**config.mk**
```make
export PLATFORM = sky130hd
export DESIGN_NAME = euler_engine
export DESIGN_NICKNAME = d
export VERILOG_FILES = /design/src/rtl/euler_engine.sv
export SDC_FILE = /design/constraint.sdc
export NUM_CORES = 2
export LEC_CHECK = 0
export CAP_MARGIN = 20
export CORE_MARGIN = 2
export CORE_UTILIZATION = 53
export DETAILED_ROUTE_END_ITERATION = 6
export HOLD_SLACK_MARGIN = 0.1
export PLACE_DENSITY = 0.74
export SYNTH_ARGS = -nofsm -noshare
export SYNTH_HDL_FRONTEND = slang
export SYNTH_SLANG_ARGS = --single-unit
```
**constraint.sdc**
```tcl
create_clock -name CLK -period 19.6 [get_ports CLK]
set_input_delay 1.96 -clock CLK [delete_from_list [all_inputs] [get_ports CLK]]
set_output_delay 1.96 -clock CLK [all_outputs]
set_load 0.005 [all_outputs]
```
**src/rtl/euler_engine.sv**
```systemverilog
// euler_engine: one explicit Euler step x_{n+1} = x_n + h*A*x_n over a shared
// 64-bit state RAM, using 16-bit signed fixed point held in the low word bits.
// Responder side of the Euler_Enable / Euler_End level handshake.
module euler_engine #(
  parameter int ADDRESS_WIDTH = 13,
  parameter int DATA_WIDTH    = 64,
  parameter int FRAC_BITS     = 8,
  parameter int MAX_N         = 50,
  parameter int N_ADD         = 0,
  parameter int H_ADD         = 4,
  parameter int X_PROCESS_ADD = 6,
  parameter int X_INIT_ADD    = 56,
  parameter int A_BASE_ADD    = 156
) (
  input  logic                     CLK,
  input  logic                     RST,
  input  logic                     Euler_Enable,
  output logic                     Euler_End,
  output logic                     Euler_Memory_WR_Enable,
  output logic [ADDRESS_WIDTH-1:0] RAM_Address_RD_A,
  output logic [ADDRESS_WIDTH-1:0] RAM_Address_RD_B,
  input  logic [DATA_WIDTH-1:0]    RAM_Data_RD_A,
  input  logic [DATA_WIDTH-1:0]    RAM_Data_RD_B,
  output logic [ADDRESS_WIDTH-1:0] RAM_Address_WR,
  output logic [DATA_WIDTH-1:0]    RAM_Data_WR,
  output logic                     Error_Flag
);

  localparam int AW = ADDRESS_WIDTH;

  localparam logic [AW-1:0] N_ADDR     = AW'(N_ADD);
  localparam logic [AW-1:0] H_ADDR     = AW'(H_ADD);
  localparam logic [AW-1:0] XPROC_ADDR = AW'(X_PROCESS_ADD);
  localparam logic [AW-1:0] XINIT_ADDR = AW'(X_INIT_ADD);
  localparam logic [AW-1:0] ABASE_ADDR = AW'(A_BASE_ADD);
  localparam logic [AW-1:0] MAX_N_VAL  = AW'(MAX_N);

  typedef enum logic [2:0] {
    IDLE, LOAD, LATCH, ROW_INIT, FETCH, MAC, UPDATE, DONE
  } state_t;

  state_t                state_reg;
  logic [AW-1:0]         n_reg;
  logic signed [15:0]    h_reg;
  logic signed [15:0]    acc_reg;
  logic signed [15:0]    xi_reg;
  logic [AW-1:0]         i_reg;
  logic [AW-1:0]         j_reg;
  logic [AW-1:0]         aptr_reg;

  // True when a 32-bit signed value survives truncation to 16 bits.
  function automatic logic fits16(input logic signed [31:0] v);
    return v[31:15] == {17{v[15]}};
  endfunction

  // Datapath: one MAC term, the running sum, and, looked ahead during the
  // last MAC of a row, the row's final update so the write can be registered
  // on the edge entering UPDATE.
  logic signed [15:0] a_word;
  logic signed [15:0] b_word;
  logic signed [31:0] prod_full;
  logic signed [31:0] p_wide;
  logic signed [15:0] p16;
  logic [16:0]        acc_sum;
  logic signed [15:0] acc_next;
  logic               mac_ovf;
  logic signed [15:0] xi_eff;
  logic signed [31:0] s_full;
  logic signed [31:0] s_wide;
  logic signed [15:0] s16;
  logic [16:0]        xn_sum;
  logic signed [15:0] xn_next;
  logic               upd_ovf;
  logic [AW-1:0]      j_inc;
  logic [AW-1:0]      i_inc;
  logic [AW-1:0]      n_in;

  // Combinational arithmetic feeding the FSM; every result is range-checked.
  always_comb begin
    a_word    = RAM_Data_RD_A[15:0];
    b_word    = RAM_Data_RD_B[15:0];
    prod_full = a_word * b_word;
    p_wide    = prod_full >>> FRAC_BITS;
    p16       = p_wide[15:0];
    acc_sum   = {acc_reg[15], acc_reg} + {p16[15], p16};
    acc_next  = acc_sum[15:0];
    mac_ovf   = !fits16(p_wide) || (acc_sum[16] != acc_sum[15]);
    xi_eff    = (j_reg == i_reg) ? b_word : xi_reg;
    s_full    = h_reg * acc_next;
    s_wide    = s_full >>> FRAC_BITS;
    s16       = s_wide[15:0];
    xn_sum    = {xi_eff[15], xi_eff} + {s16[15], s16};
    xn_next   = xn_sum[15:0];
    upd_ovf   = !fits16(s_wide) || (xn_sum[16] != xn_sum[15]);
    j_inc     = j_reg + 1'b1;
    i_inc     = i_reg + 1'b1;
    n_in      = RAM_Data_RD_A[AW-1:0];
  end

  // Control FSM with registered outputs; outputs are set on the edge that
  // enters the state they belong to, so read addresses are stable in LOAD
  // and FETCH and the RAM data appears in LATCH and MAC.
  always_ff @(posedge CLK) begin
    if (RST) begin
      state_reg              <= IDLE;
      n_reg                  <= '0;
      h_reg                  <= '0;
      acc_reg                <= '0;
      xi_reg                 <= '0;
      i_reg                  <= '0;
      j_reg                  <= '0;
      aptr_reg               <= '0;
      Euler_End              <= 1'b0;
      Euler_Memory_WR_Enable <= 1'b0;
      RAM_Address_RD_A       <= '0;
      RAM_Address_RD_B       <= '0;
      RAM_Address_WR         <= '0;
      RAM_Data_WR            <= '0;
      Error_Flag             <= 1'b0;
    end else begin
      Euler_Memory_WR_Enable <= 1'b0;
      case (state_reg)
        IDLE: begin
          Euler_End <= 1'b0;
          if (Euler_Enable) begin
            RAM_Address_RD_A <= N_ADDR;
            RAM_Address_RD_B <= H_ADDR;
            state_reg        <= LOAD;
          end
        end
        LOAD: begin
          state_reg <= LATCH;
        end
        LATCH: begin
          n_reg    <= n_in;
          h_reg    <= RAM_Data_RD_B[15:0];
          i_reg    <= '0;
          aptr_reg <= ABASE_ADDR;
          if (n_in == '0) begin
            Euler_End <= 1'b1;
            state_reg <= DONE;
          end else if (n_in > MAX_N_VAL) begin
            Error_Flag <= 1'b1;
            Euler_End  <= 1'b1;
            state_reg  <= DONE;
          end else begin
            state_reg <= ROW_INIT;
          end
        end
        ROW_INIT: begin
          // aptr_reg already points at A[i][0]: it runs on across rows.
          acc_reg          <= '0;
          j_reg            <= '0;
          RAM_Address_RD_A <= aptr_reg;
          RAM_Address_RD_B <= XINIT_ADDR;
          state_reg        <= FETCH;
        end
        FETCH: begin
          state_reg <= MAC;
        end
        MAC: begin
          if (mac_ovf) begin
            Error_Flag <= 1'b1;
            Euler_End  <= 1'b1;
            state_reg  <= DONE;
          end else begin
            acc_reg  <= acc_next;
            j_reg    <= j_inc;
            aptr_reg <= aptr_reg + 1'b1;
            if (j_reg == i_reg) begin
              xi_reg <= b_word;
            end
            if (j_inc < n_reg) begin
              RAM_Address_RD_A <= aptr_reg + 1'b1;
              RAM_Address_RD_B <= XINIT_ADDR + j_inc;
              state_reg        <= FETCH;
            end else if (upd_ovf) begin
              Error_Flag <= 1'b1;
              Euler_End  <= 1'b1;
              state_reg  <= DONE;
            end else begin
              Euler_Memory_WR_Enable <= 1'b1;
              RAM_Address_WR         <= XPROC_ADDR + i_reg;
              RAM_Data_WR            <= {{(DATA_WIDTH-16){xn_next[15]}}, xn_next};
              state_reg              <= UPDATE;
            end
          end
        end
        UPDATE: begin
          i_reg <= i_inc;
          if (i_inc < n_reg) begin
            state_reg <= ROW_INIT;
          end else begin
            Euler_End <= 1'b1;
            state_reg <= DONE;
          end
        end
        DONE: begin
          if (!Euler_Enable) begin
            Euler_End <= 1'b0;
            state_reg <= IDLE;
          end
        end
        default: begin
          state_reg <= IDLE;
        end
      endcase
    end
  end

endmodule
```
==> results.toml <==
[outcome]
status = "finished, final reports clean"

[clocking]
cts_tree = "done"
cts.path.max_buffers = 2
cts-resized-gates = 0
hold_buffers = 0
post-cts-setup-buffers = 0
clkSinkCount = 161
numCtsBuffers = 17
clock-root-buffer = "clkbuf_16"
clock_latency_ns = 0.44
clkTransAtPathRegs_ns = 0.08
htree_num_levels = 4

[drt]
top_layer = "met4"
vias = 24000
first_pass_iters = 7
wl_met1_um = 31500
drc = 0
avgViaCountPerCell = 5.58
route.met2.wl_um = 36800
dr_wl_met3_um = 4500
wl_per_cell_um = 17.7
ant_nets = 0
drtIter0Drc = 1488
routed_wl_um = 76000

[timing]
worstMarginPinSlew_ns = 1.07
hold_viol_final = 0
setup_viol_count_final = 0
finalSetupTns_ns = 0
rsz0062_at_grt = "false"
min_period_ns = 17.98
fmax_mhz = 55.6
relSlewSlack_pct = 28.4
setup_ws_ns = 1.62
skew_ns = 0.0262
fin_crit_sh_pct = 91.8
hold_slack_ns = 0.454
slew_viol_final = 0

[grt]
antenna_found_initial = 0
grt_max_degree = 75
grt_pass1_wl_um = 128000
gr-total-overflow = 0
grt_pass1_vias = 25100
grt.total_usage_pct = 26.8

[place]
hpwl_um = 60100
place.gp.congestion = 0.938
io_buffer_count = 140
place_ws_ns = 1.24

[setup_path]
crit_slowest_cell = "clkdlybuf4s50_1"
crit_arrival_ns = 18.31
crit_family = "adder cells"
critPathMaxStageDelay_ns = 0.97
worst-path-buf-inv = 10
crit_fanout = 22
worstSetupEndpointType = "register"
start_kind = "primary input"
critPathMostFrequentCell = "fa_1"
crit_required_ns = 19.93
worst-setup-path-type = "in -> reg"

[synthesis]
syn_avg_cell_area_um2 = 8.54
synth-edff-count = 0
ys.flop_type = "dfxtp_1"
synth-seq-cells = 161
synthMuxAreaShare_pct = 1.82
synth_area_um2 = 30300
async_flop_share_pct = 0
synthSimpleGateAreaFrac_pct = 17.3
synth_top_family_by_area = "adder cells"
synthDistinctLibCells = 91
synth_fa_ha_area_share_pct = 43.7
synthesis.instances = 3551
syn-num-nets = 4426
synth-compound-area-share_pct = 10.5
yosysWarnings = 0
synth-xor-area-share_pct = 4.03
synth_seq_area_share_pct = 10.6

[final_layout]
drive_gt1_share_pct = 3.97
area_growth_syn_to_layout_pct = 7.47
diodes = 0
layout.nets = 4412

[floorplanning]
num_rows = 87
core_region_area_um2 = 56500
fp.dieH_um = 243
io_pins = 237
fp.dieW_um = 243
initial_core_util_pct = 53.7
die_area_um2 = 59100

[run]
drv_cap = 0

[min_path]
hold_class = "reg -> reg"
-- cells in the mapped netlist, types with 5 or more instances --
cell type    n  area [um2]
inv_1      692        2600
fa_1       524       10500
nand2_1    388        1460
and2_1     234        1460
ha_1       220        2750
a21oi_1    161         806
dfxtp_1    161        3220
nor2_1     158         593
clkbuf_1   146         548
xnor2_1     94         823
o21ai_0     82         410
nand3_1     81         405
buf_4       50         375
xor2_1      43         377
nand4_1     37         231
a21o_1      35         263
nor3_1      35         175
mux2i_1     32         320
nor4_1      26         163
a211oi_1    23         173
and3_1      22         138
nand2b_1    22         138
o21a_1      20         150
mux2_2      18         203
nor2b_1     17         106
o21bai_1    17         128
o211ai_1    13        97.6
a311oi_1    11        96.3
a31o_1      11        96.3
a31o_2      11        96.3
a31oi_1     11        68.8
buf_2       10        50.1
or2_2       10        62.6
a22oi_1      9        67.6
a211o_1      8        70.1
a2111oi_0    6        52.6
o32ai_1      6        52.6
buf_6        5        56.3
o22ai_1      5        31.3
o31ai_1      5        37.5
-- metal layers --
metal | vias to the layer above | track usage, %
met5 | - | 0
met1 | 11900 | 34.2
met3 | 180 | 2.99
li1 | 11100 | -
met4 | 0 | 10.5
met2 | 835 | 46.6
-- per-stage QoR --
stage	std cells	instance area (um2)	util (%)
2_1_floorplan	3551	30300	-
6_report	4306	32600	57.7
5_1_grt	4306	32600	57.7
3_5_place_dp	4274	32000	56.6
4_1_cts	4306	32600	57.7
3_3_place_gp	4274	32000	56.6
-- cells by family (layout without fill, tap and decap cells) --
logic type / Yosys count / after routing
multiplexers: 52 / 52
AO/OA/AOI/OAI: 483 / 483
XOR/XNOR: 138 / 138
buffers and inverters: 911 / 910
AND/OR/NAND/NOR: 1062 / 1062
flip-flops: 161 / 161
adder cells (fa/ha/maj): 744 / 744
-- tightest hold or removal path, stage by stage (launching register included) --
cell	delay (ns)
dfxtp_1	0.32
nand2_1	0.05
o21ai_1	0.05
-- path summary, 6_finish.rpt --
check / depth (start not counted) / slack (ns) / endpoint / startpoint
worst max register to register: 39 / 8.75 / RAM_Address_WR[1] / acc_reg[0]
worst min-delay path: 2 / 0.45 / RAM_Address_WR[2] / RAM_Address_WR[2]
worst min register to register: 2 / 0.45 / RAM_Address_WR[2] / RAM_Address_WR[2]
worst max-delay path: 57 / 1.62 / RAM_Address_WR[1] / RAM_Data_RD_B[4]
-- layout make-up --
cell class	instances	area, um2
Timing Repair Buffer	184	1730
Clock inverter	15	196
Clock buffer	17	425
Multi-Input combinational cell	2479	23500
Inverter	694	2610
Tap cell	756	946
Fill cell	4969	23900
Sequential cell	161	3220
-- cell usage in the layout, fill, tap and decap left out, drive strengths merged, types with 17 or more instances in the layout --
| cell type | n |
|---|---|
| inv | 701 |
| fa | 524 |
| nand2 | 389 |
| and2 | 236 |
| ha | 220 |
| dfxtp | 161 |
| a21oi | 161 |
| nor2 | 158 |
| clkdlybuf4s50 | 139 |
| xnor2 | 94 |
| o21ai | 85 |
| nand3 | 81 |
| buf | 45 |
| xor2 | 43 |
| nand4 | 40 |
| nor3 | 36 |
| a21o | 35 |
| mux2i | 33 |
| nor4 | 28 |
| a211oi | 23 |
| nand2b | 22 |
| and3 | 22 |
| a31o | 22 |
| o21a | 20 |
| mux2 | 19 |
| o21bai | 17 |
| nor2b | 17 |
| clkbuf | 17 |
Power is left out: the tool's default activity adds up to more than one toggle a clock period on the data nets, which glitch-free logic cannot reach.
